===== src/rtl/poly_uniform_stream_if.sv =====
// Signal bundle between poly_uniform_stream, the SHAKE128 absorb/squeeze engines and the
// coefficient sink. The sampler is the master; the environment is the slave.
interface poly_uniform_stream_if #(
  parameter int IN_W    = 64,
  parameter int COEFF_W = 32
);
  // Run control
  logic               start;
  logic [255:0]       seed;
  logic [15:0]        nonce;
  logic               busy;
  logic               done;
  logic [15:0]        rej_count;

  // XOF engine side
  logic               xof_init;
  logic [255:0]       xof_seed;
  logic [15:0]        xof_nonce;
  logic               xof_init_done;
  logic               xof_sqz;
  logic [7:0]         xof_nblocks;
  logic [IN_W-1:0]    xof_data;
  logic               xof_valid;
  logic               xof_ready;

  // Coefficient stream
  logic [COEFF_W-1:0] coef_data;
  logic [7:0]         coef_idx;
  logic               coef_valid;
  logic               coef_ready;

  modport master (
    input  start, seed, nonce, xof_init_done, xof_data, xof_valid, coef_ready,
    output busy, done, rej_count, xof_init, xof_seed, xof_nonce, xof_sqz, xof_nblocks,
           xof_ready, coef_data, coef_idx, coef_valid
  );

  modport slave (
    output start, seed, nonce, xof_init_done, xof_data, xof_valid, coef_ready,
    input  busy, done, rej_count, xof_init, xof_seed, xof_nonce, xof_sqz, xof_nblocks,
           xof_ready, coef_data, coef_idx, coef_valid
  );
endinterface


===== src/rtl/poly_uniform_stream.sv =====
// Streaming rejection sampler: squeezes SHAKE128 blocks until N coefficients in [0,Q) are out.
// Optional feature: define POLY_UNIFORM_REJ_STATS_EN to count rejected candidates on rej_count.
module poly_uniform_stream #(
  parameter int N           = 256,
  parameter int Q           = 8380417,
  parameter int COEFF_W     = 32,
  parameter int IN_W        = 64,
  parameter int BLOCK_BYTES = 168,
  parameter int INIT_BLOCKS = 5
) (
  input  logic                  clock,
  input  logic                  reset_n,
  poly_uniform_stream_if.master bus
);

  localparam int BEAT_BYTES = IN_W / 8;
  localparam int CTR_W      = $clog2(N + 2);
  localparam int BCNT_W     = $clog2(BEAT_BYTES + 1);
  localparam int CNT_W      = 32;
  localparam logic [23:0] Q_V = 24'(Q);

  typedef enum logic [2:0] {
    S_IDLE,
    S_INIT,
    S_SQZ,
    S_SAMPLE,
    S_DRAIN,
    S_DONE
  } state_t;

  state_t state, state_next;

  logic [255:0]       seed_q;
  logic [15:0]        nonce_q;
  logic               init_pulse;
  logic               sqz_pulse;
  logic [7:0]         nblocks_q;

  logic [CTR_W-1:0]   ctr;
  logic [CNT_W-1:0]   byte_cnt;
  logic [CNT_W-1:0]   req_bytes;
  logic [IN_W-1:0]    beat;
  logic [BCNT_W-1:0]  beat_left;
  logic [1:0]         phase;
  logic [7:0]         b0, b1;

  logic               coef_valid_q;
  logic [COEFF_W-1:0] coef_data_q;
  logic [7:0]         coef_idx_q;

  logic               start_run;
  logic               buf_empty;
  logic               req_exhausted;
  logic               hs;
  logic               stall;
  logic               full;
  logic               ready;
  logic               consume;
  logic               sample_b2;
  logic [22:0]        cand;
  logic               accept;
  logic [CTR_W-1:0]   idx_next;

  assign start_run     = (state == S_IDLE) && bus.start;
  assign buf_empty     = (beat_left == '0);
  assign req_exhausted = (byte_cnt == req_bytes);
  assign hs            = coef_valid_q && bus.coef_ready;
  assign stall         = coef_valid_q && !bus.coef_ready;

  // A coefficient still waiting for its handshake already occupies the last slot, so sampling
  // must stop one early or a 257th coefficient could be produced in the handshake cycle.
  assign full = (ctr == CTR_W'(N)) || (coef_valid_q && (ctr == CTR_W'(N - 1)));

  // Beats are refused once the outstanding request is fully buffered.
  assign ready = ((state == S_SAMPLE) || (state == S_DRAIN)) && buf_empty && !req_exhausted;

  assign consume = !buf_empty &&
                   (((state == S_SAMPLE) && !full && !stall) || (state == S_DRAIN));

  assign sample_b2 = consume && (state == S_SAMPLE) && (phase == 2'd2);
  assign cand      = {beat[6:0], b1, b0};
  assign accept    = sample_b2 && ({1'b0, cand} < Q_V);
  assign idx_next  = ctr + CTR_W'(hs);

  // NOTE: every variable assigned in always_comb gets a default first, so no path leaves it
  // unassigned and no latch is inferred.
  always_comb begin
    state_next = state;
    unique case (state)
      S_IDLE:   if (bus.start) state_next = S_INIT;
      S_INIT:   if (bus.xof_init_done) state_next = S_SQZ;
      S_SQZ:    state_next = S_SAMPLE;
      S_SAMPLE: begin
        if (ctr == CTR_W'(N))                  state_next = S_DRAIN;
        else if (req_exhausted && !coef_valid_q) state_next = S_SQZ;
      end
      S_DRAIN:  if (req_exhausted) state_next = S_DONE;
      S_DONE:   if (!bus.start) state_next = S_IDLE;
      default:  state_next = S_IDLE;
    endcase
  end

  // NOTE: sequential state uses non-blocking assignments so every register samples the
  // pre-edge values of the others, independent of statement order.
  always_ff @(posedge clock or negedge reset_n) begin
    if (!reset_n) begin
      state <= S_IDLE;
    end else begin
      state <= state_next;
    end
  end

  always_ff @(posedge clock or negedge reset_n) begin
    if (!reset_n) begin
      seed_q       <= '0;
      nonce_q      <= '0;
      init_pulse   <= 1'b0;
      sqz_pulse    <= 1'b0;
      nblocks_q    <= '0;
      ctr          <= '0;
      byte_cnt     <= '0;
      req_bytes    <= '0;
      beat         <= '0;
      beat_left    <= '0;
      phase        <= '0;
      b0           <= '0;
      b1           <= '0;
      coef_valid_q <= 1'b0;
      coef_data_q  <= '0;
      coef_idx_q   <= '0;
    end else begin
      init_pulse <= start_run;
      sqz_pulse  <= (state_next == S_SQZ);

      if (start_run) begin
        seed_q    <= bus.seed;
        nonce_q   <= bus.nonce;
        ctr       <= '0;
        byte_cnt  <= '0;
        req_bytes <= '0;
        beat_left <= '0;
        phase     <= '0;
      end

      if (state_next == S_SQZ) begin
        nblocks_q <= (state == S_INIT) ? 8'(INIT_BLOCKS) : 8'd1;
      end

      if (state == S_SQZ) begin
        req_bytes <= req_bytes + CNT_W'(nblocks_q) * CNT_W'(BLOCK_BYTES);
      end

      // Beat buffer: load when empty, then shift out one byte per consumed cycle.
      if (ready && bus.xof_valid) begin
        beat      <= bus.xof_data;
        beat_left <= BCNT_W'(BEAT_BYTES);
      end else if (consume) begin
        beat      <= beat >> 8;
        beat_left <= beat_left - BCNT_W'(1);
      end

      if (consume) begin
        byte_cnt <= byte_cnt + CNT_W'(1);
      end

      if (consume && (state == S_SAMPLE)) begin
        if (phase == 2'd0) b0 <= beat[7:0];
        if (phase == 2'd1) b1 <= beat[7:0];
        phase <= (phase == 2'd2) ? 2'd0 : phase + 2'd1;
      end

      if (accept) begin
        coef_valid_q <= 1'b1;
        coef_data_q  <= COEFF_W'(cand);
        coef_idx_q   <= 8'(idx_next);
      end else if (hs) begin
        coef_valid_q <= 1'b0;
      end

      if (hs) begin
        ctr <= idx_next;
      end
    end
  end

`ifdef POLY_UNIFORM_REJ_STATS_EN
  logic        reject;
  logic [15:0] rej_q;

  assign reject = sample_b2 && !accept;

  always_ff @(posedge clock or negedge reset_n) begin
    if (!reset_n) begin
      rej_q <= '0;
    end else if (start_run) begin
      rej_q <= '0;
    end else if (reject && (rej_q != 16'hFFFF)) begin
      rej_q <= rej_q + 16'd1;
    end
  end

  assign bus.rej_count = rej_q;
`else
  assign bus.rej_count = '0;
`endif

  assign bus.xof_init    = init_pulse;
  assign bus.xof_seed    = seed_q;
  assign bus.xof_nonce   = nonce_q;
  assign bus.xof_sqz     = sqz_pulse;
  assign bus.xof_nblocks = nblocks_q;
  assign bus.xof_ready   = ready;
  assign bus.coef_valid  = coef_valid_q;
  assign bus.coef_data   = coef_data_q;
  assign bus.coef_idx    = coef_idx_q;
  assign bus.busy        = (state != S_IDLE);
  assign bus.done        = (state == S_DONE);

endmodule


===== src/flat_wrapper.sv =====
// flat-port wrapper written by rule: the top's interface ports become plain ports
module poly_uniform_stream_flat 
#(
  parameter int N           = 256,
  parameter int Q           = 8380417,
  parameter int COEFF_W     = 32,
  parameter int IN_W        = 64,
  parameter int BLOCK_BYTES = 168,
  parameter int INIT_BLOCKS = 5
)
  (clock, reset_n, bus_start, bus_seed, bus_nonce, bus_xof_init_done, bus_xof_data, bus_xof_valid, bus_coef_ready, bus_busy, bus_done, bus_rej_count, bus_xof_init, bus_xof_seed, bus_xof_nonce, bus_xof_sqz, bus_xof_nblocks, bus_xof_ready, bus_coef_data, bus_coef_idx, bus_coef_valid);
  poly_uniform_stream_if #(.IN_W(IN_W), .COEFF_W(COEFF_W)) bus_i ();
  input  logic clock;
  input  logic reset_n;
  input wire logic [$bits(bus_i.start)-1:0] bus_start;
  input wire logic [$bits(bus_i.seed)-1:0] bus_seed;
  input wire logic [$bits(bus_i.nonce)-1:0] bus_nonce;
  input wire logic [$bits(bus_i.xof_init_done)-1:0] bus_xof_init_done;
  input wire logic [$bits(bus_i.xof_data)-1:0] bus_xof_data;
  input wire logic [$bits(bus_i.xof_valid)-1:0] bus_xof_valid;
  input wire logic [$bits(bus_i.coef_ready)-1:0] bus_coef_ready;
  output wire logic [$bits(bus_i.busy)-1:0] bus_busy;
  output wire logic [$bits(bus_i.done)-1:0] bus_done;
  output wire logic [$bits(bus_i.rej_count)-1:0] bus_rej_count;
  output wire logic [$bits(bus_i.xof_init)-1:0] bus_xof_init;
  output wire logic [$bits(bus_i.xof_seed)-1:0] bus_xof_seed;
  output wire logic [$bits(bus_i.xof_nonce)-1:0] bus_xof_nonce;
  output wire logic [$bits(bus_i.xof_sqz)-1:0] bus_xof_sqz;
  output wire logic [$bits(bus_i.xof_nblocks)-1:0] bus_xof_nblocks;
  output wire logic [$bits(bus_i.xof_ready)-1:0] bus_xof_ready;
  output wire logic [$bits(bus_i.coef_data)-1:0] bus_coef_data;
  output wire logic [$bits(bus_i.coef_idx)-1:0] bus_coef_idx;
  output wire logic [$bits(bus_i.coef_valid)-1:0] bus_coef_valid;
  assign bus_i.start = bus_start;
  assign bus_i.seed = bus_seed;
  assign bus_i.nonce = bus_nonce;
  assign bus_i.xof_init_done = bus_xof_init_done;
  assign bus_i.xof_data = bus_xof_data;
  assign bus_i.xof_valid = bus_xof_valid;
  assign bus_i.coef_ready = bus_coef_ready;
  assign bus_busy = bus_i.busy;
  assign bus_done = bus_i.done;
  assign bus_rej_count = bus_i.rej_count;
  assign bus_xof_init = bus_i.xof_init;
  assign bus_xof_seed = bus_i.xof_seed;
  assign bus_xof_nonce = bus_i.xof_nonce;
  assign bus_xof_sqz = bus_i.xof_sqz;
  assign bus_xof_nblocks = bus_i.xof_nblocks;
  assign bus_xof_ready = bus_i.xof_ready;
  assign bus_coef_data = bus_i.coef_data;
  assign bus_coef_idx = bus_i.coef_idx;
  assign bus_coef_valid = bus_i.coef_valid;
  poly_uniform_stream #(.N(N), .Q(Q), .COEFF_W(COEFF_W), .IN_W(IN_W), .BLOCK_BYTES(BLOCK_BYTES), .INIT_BLOCKS(INIT_BLOCKS)) u_core (.clock(clock), .reset_n(reset_n), .bus(bus_i));
endmodule

===== config.mk =====
export PLATFORM = sky130hd
export DESIGN_NAME = poly_uniform_stream_flat
export DESIGN_NICKNAME = d
export VERILOG_FILES = /design/src/rtl/poly_uniform_stream_if.sv /design/src/rtl/poly_uniform_stream.sv /design/src/flat_wrapper.sv
export SDC_FILE = /design/constraint.sdc
export NUM_CORES = 1
export LEC_CHECK = 0
export CORE_AREA = 10 10 259 261
export CTS_BUF_LIST = sky130_fd_sc_hd__clkbuf_4 sky130_fd_sc_hd__clkbuf_8 sky130_fd_sc_hd__clkbuf_16
export CTS_CLUSTER_DIAMETER = 150
export CTS_CLUSTER_SIZE = 20
export DETAILED_ROUTE_END_ITERATION = 10
export DIE_AREA = 0 0 269 271
export MAX_ROUTING_LAYER = met4
export PLACE_DENSITY = 0.63
export SLEW_MARGIN = 20
export SYNTH_ARGS = -nofsm -noshare
export SYNTH_HDL_FRONTEND = slang
export SYNTH_SLANG_ARGS = --single-unit
export TNS_END_PERCENT = 20

===== constraint.sdc =====
create_clock -name clock -period 2.2 [get_ports clock]
set_input_delay 0.44 -clock clock [delete_from_list [all_inputs] [get_ports clock]]
set_output_delay 0.44 -clock clock [all_outputs]
set_load 0.01 [all_outputs]

Word level (Yosys, flattened, before mapping). Index checks and enable logic that the tools add are counted. Widths: inputs -> output; s select.

Flip-flop bits (word level): 476. Input port bits: 342.

$add $sub $neg: 5. Multipliers: 1. $lt $le $gt $ge: 1. Equality and inequality tests: 11. Multiplexer cells: 23. Reduce and logical (&&, ||, !) cells: 36.

Operators by type and width (number): $mux 64 (2); $mux 32 (3); $add 32x1->32 const B (1); $add 32x16->32 (1); $eq 32x32->1 (1); $lt 23x23->1 const B (1); $mux 3 (7); $mux 9 (2); $pmux 3 s6 (1); $logic_and 1x1->1 (14); $mul 8x5->13 const B (1); $mux 4 (3); $reduce_bool 2->1 (6); $add 9x1->9 (1); $eq 3x2->1 const B (3); $eq 9x8->1 const B (1); $eq 9x9->1 const B (1); $eq 3x3->1 const B (2); $logic_not 1->1 (6); $mux 2 (3); $reduce_bool 3->1 (2); $logic_not 4->1 (1); $reduce_and 2->1 (2); $sub 4x1->4 const B (1); other kinds (8) (11).

Depth between registers and ports, before layout. Gate-level depths: netlist of the first run.

Depth in word-level cells: 12. Mapped depth: 10. Mapped depth without buffers: 9.

Least setup slack after synthesis of the first run. OpenSTA, ideal clock, no wires.

Path kind: reg2reg. From: register u_core.nblocks_q[0] (netlist: u_core.bus.xof_nblocks[0]). To: register u_core.req_bytes[20]. Setup time: 0.126 ns. Data arrival time: 2.358 ns. Path slack: -0.284 ns. Cell stages (with the launch flop): 9. Buffers on the path: 0. Clock period less this slack: 2.484 ns. Cell sequence: dfrtp_1 ha_1 ha_1 a31o_2 a21o_1 a221oi_1 nor4b_1 nand4_1 mux2i_1.

Word-level cells in the longest chain between the ends: 3.

RTL lines: from (decl) (line poly_uniform_stream.sv:37) `logic [7:0] nblocks_q;`; from (signal assigned) (line poly_uniform_stream.sv:146) `nblocks_q <= (state == S_INIT) ? 8'(INIT_BLOCKS) : 8'd1;`; $mul 8x5->13 (line poly_uniform_stream.sv:150) `req_bytes <= req_bytes + CNT_W'(nblocks_q) * CNT_W'(BLOCK_BYTES);`; $add 32x16->32 (line poly_uniform_stream.sv:150); $mux 32 (line poly_uniform_stream.sv:149) `if (state == S_SQZ) begin`; to (signal assigned) (line poly_uniform_stream.sv:150); to (decl) (line poly_uniform_stream.sv:41) `logic [CNT_W-1:0] req_bytes;`.

Every way passes these cells. A chain may end at the register's enable or synchronous reset.

Worst setup path in the final report of the first run.
From: register u_core.byte_cnt[1]. To: output port bus_xof_ready.

Word-level cells in the longest chain between the ends: 3.

RTL lines: from (decl) (line poly_uniform_stream.sv:40) `logic [CNT_W-1:0] byte_cnt;`; from (signal assigned) (line poly_uniform_stream.sv:163) `byte_cnt <= byte_cnt + CNT_W'(1);`; $eq 32x32->1 (line poly_uniform_stream.sv:66) `assign req_exhausted = (byte_cnt == req_bytes);`; $logic_not 1->1 (line poly_uniform_stream.sv:75) `assign ready = ((state == S_SAMPLE) || (state == S_DRAIN)) && buf_empty && !req_exhausted;`; $logic_and 1x1->1 (line poly_uniform_stream.sv:75); to (decl) (line flat_wrapper.sv:30) `output wire logic [$bits(bus_i.xof_ready)-1:0] bus_xof_ready;`.

Every way passes these cells.

==> results of run 1 <==
kinds of logic after synthesis:
| kind of cell | Yosys count | share of synthesized area [%] |
|---|---|---|
| and+or+nand+nor | 1204 | 24.10 |
| DFF | 467 | 57.74 |
| buffers and inverters | 164 | 4.055 |
| AOI/OAI and AO/OA | 125 | 4.395 |
| muxes | 124 | 7.189 |
| xor gates and xnor gates | 38 | 1.644 |
| adders and majority gates | 14 | 0.8654 |
| other | 1 | 0.01853 |
worst max-delay path, delay by kind of cell, from the launching register on:
family | cells | cell delay [ps]
DFF | 1 | 410
buffers and inverters | 2 | 190
adders and majority gates | 1 | 170
and+or+nand+nor | 4 | 830
report_power, final:
group	switching, mW	internal, mW
Combinational	8.54	9.92
Clock	2.95	2.20
Sequential	2.14	11.9
synthesized netlist by cell type (all sizes together), types with 2 or more instances:
library cell	n	area share (%)
nor3	7	0.20
nand2	1042	19
a221o	8	0.40
or4	3	0.11
inv	29	0.54
or3b	2	0.087
nor2	32	0.61
o41ai	3	0.22
nor4	7	0.25
xor2	6	0.26
and4	9	0.39
or4b	2	0.12
a21oi	15	0.37
and2	16	0.49
nand2b	5	0.15
o211ai	22	0.82
nand4	21	0.65
buf	62	2.2
mux2	93	5.7
dfrtp	467	58
a31o	2	0.087
clkbuf	73	1.4
a31oi	2	0.093
xnor2	32	1.4
nor2b	4	0.12
nand4b	2	0.12
mux2i	31	1.5
o21ai	31	0.77
or3	3	0.093
o31ai	27	1.0
and3	11	0.34
nand3	34	0.87
a21o	3	0.11
ha	14	0.87
state kept, by name (all words and copies together), names as in the netlist:
signal,flops
u_core.bus.coef_data,23
u_core.bus.xof_init,1
u_core.ctr,9
u_core.phase,2
u_core.beat_left,4
u_core.b1,8
u_core.bus.coef_valid,1
u_core.bus.coef_idx,8
u_core.byte_cnt,32
u_core.state,3
u_core.bus.xof_sqz,1
u_core.b0,8
u_core.req_bytes,29
u_core.bus.xof_seed,256
u_core.beat,64
u_core.bus.xof_nblocks,2
u_core.bus.xof_nonce,16
final cells by class:
| type | count | area (µm²) | area share (%) |
|---|---|---|---|
| diodes | 5 | 12.51 | 0.04073 |
| clock buffers | 27 | 675.6 | 2.199 |
| clock inverters | 2 | 25.02 | 0.08146 |
| inverters | 29 | 121.4 | 0.3951 |
| multi-input cells | 1536 | 8371 | 27.25 |
| flip-flops and latches | 467 | 11690 | 38.04 |
| well taps | 837 | 1047 | 3.409 |
| repair buffers | 876 | 8782 | 28.59 |
cells in the final DEF (no fill, tap or decap), drive strengths merged, types with 6 or more instances in the layout:
cell type and n:
nand4 21, and2 16, mux2i 31, a221o 8
dfrtp 467, and3 11, buf 222, clkdlybuf4s50 645
xor2 6, and4 9, o211ai 22, mux2 93
inv 29, nor4 7, xnor2 32, conb 31
clkbuf 32, o21ai 31, nor3 7, nand3 34
nor2 32, o31ai 27, nand2 1042, a21oi 15
ha 14
what timing repair did:
action	in CTS	in global routing
setup buffers	13	6
pin swaps	23	37
gates resized for setup	87	93
hold buffers	1	0
hold endpoints to repair	31	0
cloned	4	5
endpoints found under the setup margin	161	175
through the flow:
stage          setup TNS [ps]  hold slack (ps)
2_1_floorplan           -9187            144.4
3_3_place_gp           -38630            433.6
3_5_place_dp           -39250            442.1
4_1_cts                -15700            312.7
5_1_grt                -31040            342.6
6_report               -18960            350.6
final timing paths:
path                            cells after the start                     from  slack (ps)                  endpoint
worst min register to register                      2  u_core.bus.xof_seed[84]         470   u_core.bus.xof_seed[84]
worst max register to register                     10      u_core.beat_left[0]        -270  u_core.bus.coef_data[15]
worst min-delay path                                3             bus_seed[32]         350   u_core.bus.xof_seed[32]
min in group asynchronous                           2                  reset_n         410    u_core.bus.coef_idx[7]
worst max-delay path                                7       u_core.byte_cnt[1]        -420             bus_xof_ready
max in group asynchronous                           3                  reset_n        1040  u_core.bus.xof_seed[122]
metal layers:
metal | vias up | track usage, % | share of wire, %
met1 | 8756 | 24.11 | 39
met3 | 97 | 4.300 | 6.0
met5 | - | - | 0
met2 | 488 | 35.90 | 52
met4 | 0 | 5.899 | 2.6
li1 | 8370 | - | -
==> results_dict.tcl, run 1 <==
set metrics [dict create \
    die_w_um 269 \
    p_leak_nw 14.98 \
    max_slew.worst_pin.slew_ps 557.9 \
    hold_violations 0 \
    slowest_delay_ps 410 \
    slew_viol_final 0 \
    setup_ws_ps -422.7 \
    io_buffer_count 652 \
    synthToLayoutAreaGrowth_pct 51.78 \
    cts_buffers 27 \
    antenna_left 0 \
    cts_tree "done" \
    asyncSetResetFlopFracSynth_pct 100.0 \
    via_count 17711 \
    final_nets 3293 \
    start_kind "flop" \
    route.detailed.drc 0 \
    synth_edf_count 0 \
    ys_warn_count 0 \
    cts_max_level 1 \
    worst_setup_path_end_kind "output port" \
    ys_types 67 \
    dp_cells 3720 \
    arrival_ps 2180 \
    synthFlopType "dfrtp_1" \
    slowest_stage "dfrtp_1" \
    finalSetupViolations 147 \
    placed_area_mm2 0.02907 \
    design_area_mm2 0.03072 \
    crit_type "reg2out" \
    status "complete, but fails checks" \
    layout.cells.non_filler 3779 \
    grt_pass1_wl_um 114200 \
    ys_ff_latch 467 \
    ys_seq_area_share_pct 57.74 \
    power_density_mw_per_mm2 1224 \
    via_per_inst 4.687 \
    p_total_mw 37.62 \
    crit_chain "inv_2 > ha_2 > nand4b_1 > nor4_4 > nand3_4 > and2_4 > buf_6" \
    rsz0062_at_grt "yes" \
    vdd_drop_max_mv 0.7473 \
    drt_first_pass_iters 7 \
    drive_above_1_share_pct 15.49 \
    slew_headroom_pct 62.81 \
    worstPathRequired_ps 1760 \
    die_area_mm2 0.07290 \
    violations "negative setup slack" \
    netlist_instances 2137 \
    fmax_mhz 381.3 \
    grt_pass1_vias 18519 \
    fin_crit_ps 2623 \
    clockBufferDepth 3 \
    grtUsageTotal_pct 20.83 \
    fp-row-count 91 \
    hold_class "in2reg" \
    skew_ps 22.60 \
    fin_crit_sh_pct 119.2 \
    dp.final_hpwl_um 58680 \
    drv_cap 0 \
    ios 684 \
    synthesis.area_mm2 0.02024 \
    utilization_pct 49.87 \
    wl_per_cell_um 20.26 \
    drt-total-wl_um 76580 \
    initial_core_util_pct 32.86 \
    clk_pin_slew_worst_paths_ps 100 \
    worstSkewPairLatency_ps 600 \
    synth_area_per_cell_um2 9.472 \
    drt_iter0_drc 1158 \
    grt-ovfl-total 0 \
    gp_congestion 0.8682 \
    cts.sinks 467 \
    fp.coreArea_mm2 0.06160 \
    cts_root_buf "clkbuf_16" \
    critPathMaxFanout 2 \
    dieHeight_um 271 \
    place_ws_ps -448.1 \
    n_fill_cell 5658 \
    grt_max_degree 91 \
    antenna_found_initial 7 \
]
Note: power is estimated with default switching activity, not from simulation.
==> run 2, diff against run 1 <==
Settings changed: ABC_AREA set to 1, CORE_AREA 10 10 259 261 to 10 10 256 258, DIE_AREA 0 0 269 271 to 0 0 266 268, PLACE_DENSITY 0.63 to 0.66.
==> run 2 against run 1 <==
- synthesized cell count up 23%
- critical endpoint unchanged
- sequential power is 4% higher
- the run still ends with negative setup slack left
- final cell count up 11%
- critical path type unchanged
- clock power hardly changed
- global-route usage grew 2.0 points
- area after synthesis increased by 4.2%
- largest cell class unchanged
- register-to-register slack improved by 120 ps
- utilization grew 1.5 points
- cell area is 0.48% higher
- clock skew increased by 0.66 ps
- die area down 2.2%
==> results_dict.tcl, run 2 <==
set metrics [dict create \
    gp_congestion 0.9275 \
    asyncSetResetFlopFracSynth_pct 100.0 \
    die_area_mm2 0.07129 \
    final_common_cell "nand2_1" \
    vdd_drop_max_mv 0.8804 \
    die_w_um 266 \
    drt_iter0_drc 1798 \
    initial_core_util_pct 35.06 \
    cts_root_buf "clkbuf_16" \
    yosysTopAreaCellShare_pct 55.43 \
    fin_crit_sh_pct 114.4 \
    route.detailed.drc 0 \
    wl_per_cell_um 20.12 \
    synth_most_common_cell "nand2_1" \
    max_slew.worst_pin.slew_ps 598.6 \
    crit_path_frequent_cell "nand2_1" \
    slew_viol_final 0 \
    finalSetupViolations 75 \
    dp.final_hpwl_um 65390 \
    fp-row-count 90 \
    synthToLayoutAreaGrowth_pct 46.40 \
    ios 684 \
    crit_chain "inv_1 > nand2_1 > nand2_1 > nor2_1 > nand2_1 > nor2_1 > nand2_1 > o21a_4 > buf_6" \
    grt_pass1_wl_um 121700 \
    synth_area_per_cell_um2 8.032 \
    slowest_stage "dfrtp_1" \
    hold_violations 0 \
    crit_type "reg2out" \
    cts_buffers 27 \
    start_kind "flop" \
    synth.area.top_cells "dfrtp_1 (55%), nand2_1 (24%), nand3_1 (4.2%)" \
    synthFlopType "dfrtp_1" \
    io_buffer_count 652 \
    hold_class "in2async" \
    clockBufferDepth 3 \
    ys_types 34 \
    yosys.area.top_type "dfrtp_1" \
    grtUsageTotal_pct 22.87 \
    rsz0062_at_grt "yes" \
    ys_ff_latch 467 \
    worstSkewPairLatency_ps 590 \
    cts.sinks 467 \
    fp.coreArea_mm2 0.06013 \
    drt-total-wl_um 84210 \
    critPathBufInv 2 \
    worstPathRequired_ps 1760 \
    cts_tree "done" \
    status "complete, but fails checks" \
    largest_register_ffs 256 \
    n_fill_cell 5739 \
    power_density_mw_per_mm2 1271 \
    critPathMaxFanout 3 \
    netlist_instances 2625 \
    worst_setup_path_end_kind "output port" \
    placed_area_mm2 0.02966 \
    drive_above_1_share_pct 8.181 \
    ys_warn_count 0 \
    drv_cap 0 \
    grt-ovfl-total 0 \
    drt_first_pass_iters 5 \
    violations "negative setup slack" \
    ys_seq_area_share_pct 55.43 \
    dieHeight_um 268 \
    grt_pass1_vias 19253 \
    slowest_delay_ps 410 \
    fin_crit_ps 2516 \
    skew_ps 23.26 \
    antenna_left 0 \
    cp_top_family "simple AND/OR/NAND/NOR gates" \
    grt_max_degree 68 \
    cts_max_level 1 \
    arrival_ps 2080 \
    via_count 19795 \
    p_leak_nw 15.16 \
    clk_pin_slew_worst_paths_ps 90 \
    slew_headroom_pct 59.94 \
    layout_common_cells "nand2_1 (1338), clkdlybuf4s50_1 (646), dfrtp_1 (465), nand3_1 (177), buf_4 (153)" \
    fmax_mhz 397.5 \
    via_per_inst 4.730 \
    synth_edf_count 0 \
    antenna_found_initial 14 \
    synth_common_cells "nand2_1 (1341), dfrtp_1 (467), nand3_1 (178)" \
    fin_tns_setup_ps -5518 \
    design_area_mm2 0.03087 \
    setup_ws_ps -315.9 \
    final_nets 3742 \
    synthesis.area_mm2 0.02108 \
]
[run 2: repair_timing]
item                                   in CTS  in global routing
hold buffers                                1                  0
endpoints found under the hold margin      30                  0
setup endpoints to repair                  80                116
gates resized for setup                    14                 29
pin swaps                                   2                  6
buffers inserted                            1                  3
gates cloned                                0                 13
[run 2: final timing paths]
check	start	end	slack (ps)	cells after the start
max	u_core.byte_cnt[27]	bus_xof_ready	-320	9
min	reset_n	u_core.beat[33]	360	2
max reg2reg	u_core.byte_cnt[1]	u_core.beat[10]	-150	19
min reg2reg	u_core.bus.xof_seed[178]	u_core.bus.xof_seed[178]	470	2
max in group asynchronous	reset_n	u_core.bus.xof_seed[115]	1110	3
min in group clock	bus_seed[181]	u_core.bus.xof_seed[181]	370	3
[run 2: layout make-up]
class | instances | area, µm² | area share [%]
sequential | 467 | 11690 | 37.87
timing repair buffer | 854 | 8672 | 28.09
multi-input combinational | 1915 | 8323 | 26.96
tap | 782 | 978.4 | 3.170
clock buffer | 27 | 675.6 | 2.189
inverter | 121 | 461.7 | 1.496
antenna | 17 | 42.54 | 0.1378
clock inverter | 2 | 25.02 | 0.08107
[run 2: stage by stage]
| step | cells | utilization (%) | hold WS (ps) | setup slack, ps | power, mW |
|---|---|---|---|---|---|
| floorplan | 2655 | - | 144.4 | 13.74 | 22.59 |
| global placement | 4121 | 49.32 | 397.2 | -156.1 | 33.58 |
| detailed placement | 4121 | 49.32 | 401.4 | -216.5 | 33.80 |
| CTS | 4152 | 50.52 | 330.1 | -375.0 | 39.13 |
| global route | 4182 | 51.32 | 346.0 | -490.2 | 42.02 |
| finish | 4185 | 51.33 | 362.1 | -315.9 | 39.23 |
[run 2: cells by family (layout without fill, tap and decap cells)]
group,count (synthesis),after routing,share of synthesized area [%]
simple gates,1725,1725,33.42
flops,467,467,55.43
compound gates,117,117,3.098
buf+inv,273,1004,6.047
fa+ha+maj,14,14,0.8308
other cells,1,48,0.01779
xor+xnor,28,28,1.163
[run 2: report_power, final]
group | internal (mW) | switching [mW] | leakage [nW]
combinational | 9.21 | 10.3 | 8.83
sequential | 12.2 | 2.39 | 5.98
clock | 2.20 | 2.97 | 0.344
[run 2: routing by layer]
metal,wire length (µm),vias to the layer above,track usage [%]
met2,41120,731,37.01
met5,0,-,-
met4,1513,0,5.250
met3,7132,67,6.124
met1,34450,9296,28.28
li1,-,9701,-
